==> src/rtl/ram_arbiter.sv <==
// ram_arbiter: shares the single data RAM port between the MIPS core data port
// (read/write) and the VGA frame fetcher (read-only), all on clk0.
//
// Arbitration is combinational and fixed CPU-priority. A wait counter tracks
// consecutive denied VGA cycles. Once it reaches MAX_WAIT, VGA is forced ahead
// of the CPU for exactly one cycle. Read data returns one cycle after the
// grant and is routed to the requester that owned that access.
//
// Optional build macro: ARB_STATS_EN adds the o_stat_cpu_stalls and
// o_stat_vga_forced counters. Arbitration behaves the same whether or not the
// macro is defined.
//
// Ports:
//   i_clk, i_rst               clock, synchronous active-high reset
//   i_cpu_req/we/addr/sel/wdata  CPU access request
//   o_cpu_rdata, o_cpu_stall   CPU read data (1 cycle late), request not granted
//   i_vga_req, i_vga_addr      VGA read request
//   o_vga_gnt                  VGA request accepted this cycle
//   o_vga_rdata, o_vga_rvalid  VGA read data (held), valid the cycle after grant
//   o_ram_en/we/addr/sel/wdata RAM port drive
//   i_ram_rdata                RAM read data, valid 1 cycle after a read enable
//   o_stat_cpu_stalls, o_stat_vga_forced  (ARB_STATS_EN only) event counters
module ram_arbiter #(
    parameter int unsigned MAX_WAIT = 8,
    parameter int unsigned WAIT_W   = 8
) (
    input  logic        i_clk,
    input  logic        i_rst,
    input  logic        i_cpu_req,
    input  logic        i_cpu_we,
    input  logic [31:0] i_cpu_addr,
    input  logic [3:0]  i_cpu_sel,
    input  logic [31:0] i_cpu_wdata,
    output logic [31:0] o_cpu_rdata,
    output logic        o_cpu_stall,
    input  logic        i_vga_req,
    input  logic [31:0] i_vga_addr,
    output logic        o_vga_gnt,
    output logic [31:0] o_vga_rdata,
    output logic        o_vga_rvalid,
    output logic        o_ram_en,
    output logic        o_ram_we,
    output logic [31:0] o_ram_addr,
    output logic [3:0]  o_ram_sel,
    output logic [31:0] o_ram_wdata,
    input  logic [31:0] i_ram_rdata
`ifdef ARB_STATS_EN
    ,
    output logic [31:0] o_stat_cpu_stalls,
    output logic [31:0] o_stat_vga_forced
`endif
);

    localparam logic [WAIT_W-1:0] WAIT_LIMIT = WAIT_W'(MAX_WAIT);
    localparam logic [WAIT_W-1:0] WAIT_SAT   = {WAIT_W{1'b1}};

    // Owner of the read issued in the previous cycle.
    typedef enum logic [1:0] {
        S_IDLE = 2'd0,
        S_CPU  = 2'd1,
        S_VGA  = 2'd2
    } state_t;

    state_t            r_state;
    logic [WAIT_W-1:0] r_wait_cnt;
    logic [31:0]       r_vga_hold;

    logic w_force;
    logic w_cpu_gnt;
    logic w_vga_gnt;
    logic w_cpu_stall;

    // Grant decision. Everything is gated by reset so that no RAM access
    // is issued while reset is asserted.
    always_comb begin
        w_force     = !i_rst && i_vga_req && (r_wait_cnt >= WAIT_LIMIT);
        w_cpu_gnt   = !i_rst && i_cpu_req && !w_force;
        w_vga_gnt   = !i_rst && i_vga_req && !w_cpu_gnt;
        w_cpu_stall = !i_rst && i_cpu_req && !w_cpu_gnt;
    end

    // RAM port mux
    always_comb begin
        o_ram_en    = 1'b0;
        o_ram_we    = 1'b0;
        o_ram_addr  = '0;
        o_ram_sel   = '0;
        o_ram_wdata = '0;
        if (w_cpu_gnt) begin
            o_ram_en    = 1'b1;
            o_ram_we    = i_cpu_we;
            o_ram_addr  = i_cpu_addr;
            o_ram_sel   = i_cpu_sel;
            o_ram_wdata = i_cpu_wdata;
        end else if (w_vga_gnt) begin
            o_ram_en    = 1'b1;
            o_ram_addr  = i_vga_addr;
            o_ram_sel   = 4'hF;
        end
    end

    assign o_cpu_stall = w_cpu_stall;
    assign o_vga_gnt   = w_vga_gnt;

    // Read return. VGA data passes through in its return cycle and is then
    // held, so the fetcher sees a stable value between returns.
    assign o_vga_rvalid = (r_state == S_VGA);
    assign o_vga_rdata  = (r_state == S_VGA) ? i_ram_rdata : r_vga_hold;
    assign o_cpu_rdata  = (r_state == S_CPU) ? i_ram_rdata : 32'h0;

    // Owner FSM, starvation counter and VGA data hold register
    always_ff @(posedge i_clk) begin
        if (i_rst) begin
            r_state    <= S_IDLE;
            r_wait_cnt <= '0;
            r_vga_hold <= '0;
        end else begin
            if (r_state == S_VGA) begin
                r_vga_hold <= i_ram_rdata;
            end

            if (w_cpu_gnt && !i_cpu_we) begin
                r_state <= S_CPU;
            end else if (w_vga_gnt) begin
                r_state <= S_VGA;
            end else begin
                r_state <= S_IDLE;
            end

            if (!i_vga_req || w_vga_gnt) begin
                r_wait_cnt <= '0;
            end else if (r_wait_cnt != WAIT_SAT) begin
                r_wait_cnt <= r_wait_cnt + WAIT_W'(1);
            end
        end
    end

`ifdef ARB_STATS_EN
    logic [31:0] r_stat_cpu_stalls;
    logic [31:0] r_stat_vga_forced;

    // Event counters; free-running and wrapping
    always_ff @(posedge i_clk) begin
        if (i_rst) begin
            r_stat_cpu_stalls <= '0;
            r_stat_vga_forced <= '0;
        end else begin
            if (w_cpu_stall) begin
                r_stat_cpu_stalls <= r_stat_cpu_stalls + 32'd1;
            end
            if (w_force && i_cpu_req) begin
                r_stat_vga_forced <= r_stat_vga_forced + 32'd1;
            end
        end
    end

    assign o_stat_cpu_stalls = r_stat_cpu_stalls;
    assign o_stat_vga_forced = r_stat_vga_forced;
`endif

endmodule

==> config.mk <==
export PLATFORM = sky130hd
export DESIGN_NAME = ram_arbiter
export DESIGN_NICKNAME = d
export VERILOG_FILES = /design/src/rtl/ram_arbiter.sv
export SDC_FILE = /design/constraint.sdc
export NUM_CORES = 1
export LEC_CHECK = 0
export BUFFER_PORTS_ARGS = -buffer_cell sky130_fd_sc_hd__clkbuf_2
export CAP_MARGIN = 20
export CORE_AREA = 2 2 106 108
export CTS_CLUSTER_DIAMETER = 100
export CTS_CLUSTER_SIZE = 24
export DETAILED_ROUTE_END_ITERATION = 10
export DIE_AREA = 0 0 108 110
export GPL_ROUTABILITY_DRIVEN = 0
export HOLD_SLACK_MARGIN = 0.12
export SYNTH_ARGS = -nofsm -noshare
export SYNTH_HDL_FRONTEND = slang
export SYNTH_SLANG_ARGS = --single-unit
export TNS_END_PERCENT = 100
==> constraint.sdc <==
create_clock -name i_clk -period 1.69 [get_ports i_clk]
set_clock_uncertainty 0.15 [all_clocks]
set_input_delay 0.0845 -clock i_clk [delete_from_list [all_inputs] [get_ports i_clk]]
set_output_delay 0.0845 -clock i_clk [all_outputs]
set_load 0.05 [all_outputs]
# --- Yosys cells after proc, flatten, opt, wreduce, memory -nomap -nowiden ---
# Cells that the tools add are included.
classes:
  bitwise: 0
  order_cmp: 1
  multipliers: 0
  n_eq_ne: 3
  div: 0
  add_sub_neg: 1
  muxes: 12
  reduce_logical: 15
  n_shift: 0
ops:
  columns: ["operator", "n"]
  rows:
  - ["32-bit two-way mux", 5]
  - ["8-bit by 1-bit adder with 8-bit output, second input constant", 1]
  - ["8-bit by 4-bit greater-or-equal comparator with 1-bit output, second input constant", 1]
  - ["4-bit two-way mux", 2]
  - ["8-bit inequality test, second input constant", 1]
  - ["1-bit logical AND", 7]
  - ["1-bit logical NOT", 5]
  - ["1-bit two-way mux", 4]
  - ["2-bit OR reduction", 2]
  - ["2-bit by 1-bit == test with 1-bit output, second input constant", 1]
  - ["2-bit == test, second input constant", 1]
  - ["2-bit two-way mux", 1]
  - ["1-bit logical OR", 1]
totals:
  ram_bits: 0
  latch_bits: 0
  n_memories: 0
  reg_bits: 42
  elab_cells: 36
  rom_bits: 0

# --- Depth between registers and ports, before layout ---
logic_depth:
  word_depth: 9
  depth_mapped: 5
  mapped_depth_nobuf: 4

# --- Worst setup path before layout ---
# No wires, ideal clock.
synth_path:
  path_type: "register to output"
  from: "reg r_wait_cnt[7]"
  to: "out o_ram_addr[10]"
  path_slack_ns: -0.682
  stages_incl_launch_ff: 5
  path_buffers: 1
  arrival_time_ns: 2.138
  path_cell_list: "dfxtp_1 nor3_4 a31oi_4 buf_6 o32ai_1"
synth_via:
  elab_chain_len: 8
synth_lines:
  columns: ["item", "line", "rtl"]
  rows:
  - ["start, declared", "65", "logic [WAIT_W-1:0] r_wait_cnt;"]
  - ["start signal, assigned", "133", "r_wait_cnt <= r_wait_cnt + WAIT_W'(1);"]
  - ["8-bit by 4-bit greater-or-equal comparator with 1-bit output (*)", "76", "w_force = !i_rst && i_vga_req && (r_wait_cnt >= WAIT_LIMIT);"]
  - ["1-bit logical AND (*)", "76", null]
  - ["1-bit logical NOT (*)", "77", "w_cpu_gnt = !i_rst && i_cpu_req && !w_force;"]
  - ["1-bit logical AND (*)", "77", null]
  - ["1-bit logical NOT", "78", "w_vga_gnt = !i_rst && i_vga_req && !w_cpu_gnt;"]
  - ["1-bit logical AND", "78", null]
  - ["32-bit two-way mux", "95", "end else if (w_vga_gnt) begin"]
  - ["32-bit two-way mux (*)", "89", "if (w_cpu_gnt) begin"]
  - ["end, declared", "43", "output logic [31:0] o_ram_addr,"]
# Mark *: on every way between the ends. The rest lies on a longest branch, timed or not.

# --- Final worst setup path ---
layout_path:
  from: "reg r_wait_cnt[4]"
  to: "out o_ram_addr[16]"
# The elaborated chain is that of the path after synthesis.

==> impl_metrics.yaml <==
place:
  dpl_worst_slack_ns: -0.100
  portBuffers: 273
  placed_cells: 750
  hpwl_mm: 8.20
  place_area_um2: 5370
yosys:
  synth_edf_count: 0
  ys_ff_latch: 42
  synth_top_area_share_pct: 28.2
  avgSynthCellArea_um2: 8.55
  synthCells: 349
  synthTopCellsByArea: "dfxtp_1, mux2_2, o32ai_1"
  synth_top_cell_by_area: "dfxtp_1"
  ys_warn_count: 0
  synth_area_um2: 2980
  post-synth-top-count-cell: "dfxtp_1"
  synth_seq_area_share_pct: 28.2
  synth.distinct_cells: 31
  async_reset_ff_share_pct: 0
  synth_commonest_cells: "dfxtp_1, inv_1, nor2b_1"
  synth_ff_type: "dfxtp_1"
layout:
  nets: 803
  final_layout_size_suffix_gt1_share_pct: 63.6
  final_cell_area_um2: 7240
  post-route-util_pct: 67.7
  final_cells: 805
  nFillCells: 742
  antennaDiodeCount: 0
  areaGrowthSynthToFinish_pct: 143
floorplan:
  pin_count: 274
  die_w_um: 108
  die_h_um: 110
  num_rows: 38
  core_um2: 10700
  dieArea_um2: 11900
  initial_core_util_pct: 27.9
worst_setup_path:
  worstSetupEndpointType: "output pin"
  cp_slowest_cell: "dfxtp_2"
  critPathLaunchType: "register"
  cp_max_fo: 16
  worstPathCellList: "nor3_4 > a31oi_4 > buf_12 > o32ai_2 > clkbuf_8"
  r2r-start: "r_wait_cnt[0]"
  required_ns: 1.46
  startpoint: "r_wait_cnt[4]"
  criticalPathCategory: "register to output pin"
  cp.arrival_ns: 1.81
  max_stage_delay_ns: 0.34
cts:
  cts_buffers: 5
  root_buffer: "clkbuf_8"
  clkTransAtPathRegs_ns: 0.08
  clk-insertion-delay-late_ns: 0.29
  tritoncts: "done"
  clkSinkCount: 42
  htreeDepth: 2
  clk_path_buf_depth: 2
pwr:
  pwr_density_cell_nw_per_um2: 522
  p_leak_nw: 3.37
  power_mw: 3.78
  irDropWorstVdd_mv: 0.281
sta:
  hold_ws_ns: 0.132
  finalSetupViolations: 102
  grt_setup_unrepaired: "yes"
  hold_viol: 0
  fin_crit_sh_pct: 121
  fin_ws_ns: -0.352
  tns_ns: -23.07
  final.min_clock_period_ns: 2.04
  fmax_mhz: 490
  finalMaxSlewViolations: 0
worst_hold_path:
  min_from: "i_rst"
  hold_class: "primary input to register"
global_routing:
  first_global_vias: 3785
  grt_overflow: 0
  grt_pass1_wl_mm: 19.5
  grt_antenna_before_repair: 0
  grt_usage_pct: 20.8
  grt_max_degree: 49
detailed_routing:
  vias: 3776
  ant_nets: 0
  dr.pass1.iters: 4
  viasPerCell: 4.69
  wirelength_mm: 13.9
  drt-initial-drc-count: 176
  wire_per_inst_um: 17.3
  drcViolationCount: 0
status:
  status: "complete, but fails checks"
  violations: "negative setup slack"
flow_run:
  maxCapViolCount: 0
-- power by group --
group	switching [mW]	total (mW)	internal, mW
clock network	0.337	0.667	0.330
logic	1.12	2.06	0.935
registers	0.0203	1.06	1.04
total	1.48	3.78	2.30
-- cells in the final DEF (no fill, tap or decap), types with 9 or more instances in the layout --
master	n
and2_1	33
nor3b_2	10
nand2b_1	32
o32ai_4	10
buf_12	29
clkbuf_8	26
buf_6	25
clkbuf_4	22
buf_4	11
dfxtp_1	38
o32ai_2	22
clkbuf_16	9
nor2b_1	34
buf_8	42
inv_1	36
clkbuf_2	137
nor3b_4	23
mux2_4	32
dlygate4sd3_1	37
-- flip-flops by register name (all words and copies together) (netlist names) --
register / flops
r_vga_hold: 32
r_state: 2
r_wait_cnt: 8
-- routing by layer --
metal	wire [um]	vias up	track usage, %
li1	-	1808	-
met1	5090	1759	22.5
met2	7570	192	40.6
met3	1060	17	4.53
met4	206	0	6.04
met5	0	-	0
-- repair_timing --
item                                    in CTS  in global routing
endpoints found under the setup margin     129                133
pin swaps                                    1                  3
setup buffers                                3                  2
gates resized for setup                    218                142
gates cloned                                 3                  5
hold endpoints to repair                    37                  0
hold buffers                                37                  0
-- worst paths after layout --
kind                    endpoint  slack [ns]  depth (start not counted)
hold / removal    r_vga_hold[26]        0.13                          3
setup / recovery  o_ram_addr[16]       -0.35                          5
hold reg to reg    r_wait_cnt[1]        0.37                          2
setup reg to reg   r_wait_cnt[3]        0.15                          4
-- kinds of logic after synthesis --
group | share of synthesized area (%)
mux | 12.1
other cells | 0.126
fa+ha+maj | 0.839
compound gates | 12.8
flops | 28.2
buf+inv | 12.0
simple gates | 33.9
-- worst max-delay path: cells and delay by family (launching register included) --
family,cells,cell delay [ns]
buffers and inverters,2,0.44
flip-flops,1,0.34
AND/OR/NAND/NOR,1,0.28
AO/OA/AOI/OAI,2,0.43
-- final cells by class --
cell class | instances | area (um2) | share of cell area (%)
Inverter | 36 | 135 | 1.87
Clock buffer | 7 | 86.3 | 1.19
Timing Repair Buffer | 338 | 3330 | 46.0
Sequential cell | 42 | 846 | 11.7
Clock inverter | 1 | 5.00 | 0.0691
Multi-Input combinational cell | 241 | 2660 | 36.8
Tap cell | 140 | 175 | 2.42
No activity file was read; power rests on OpenSTA's default activity.
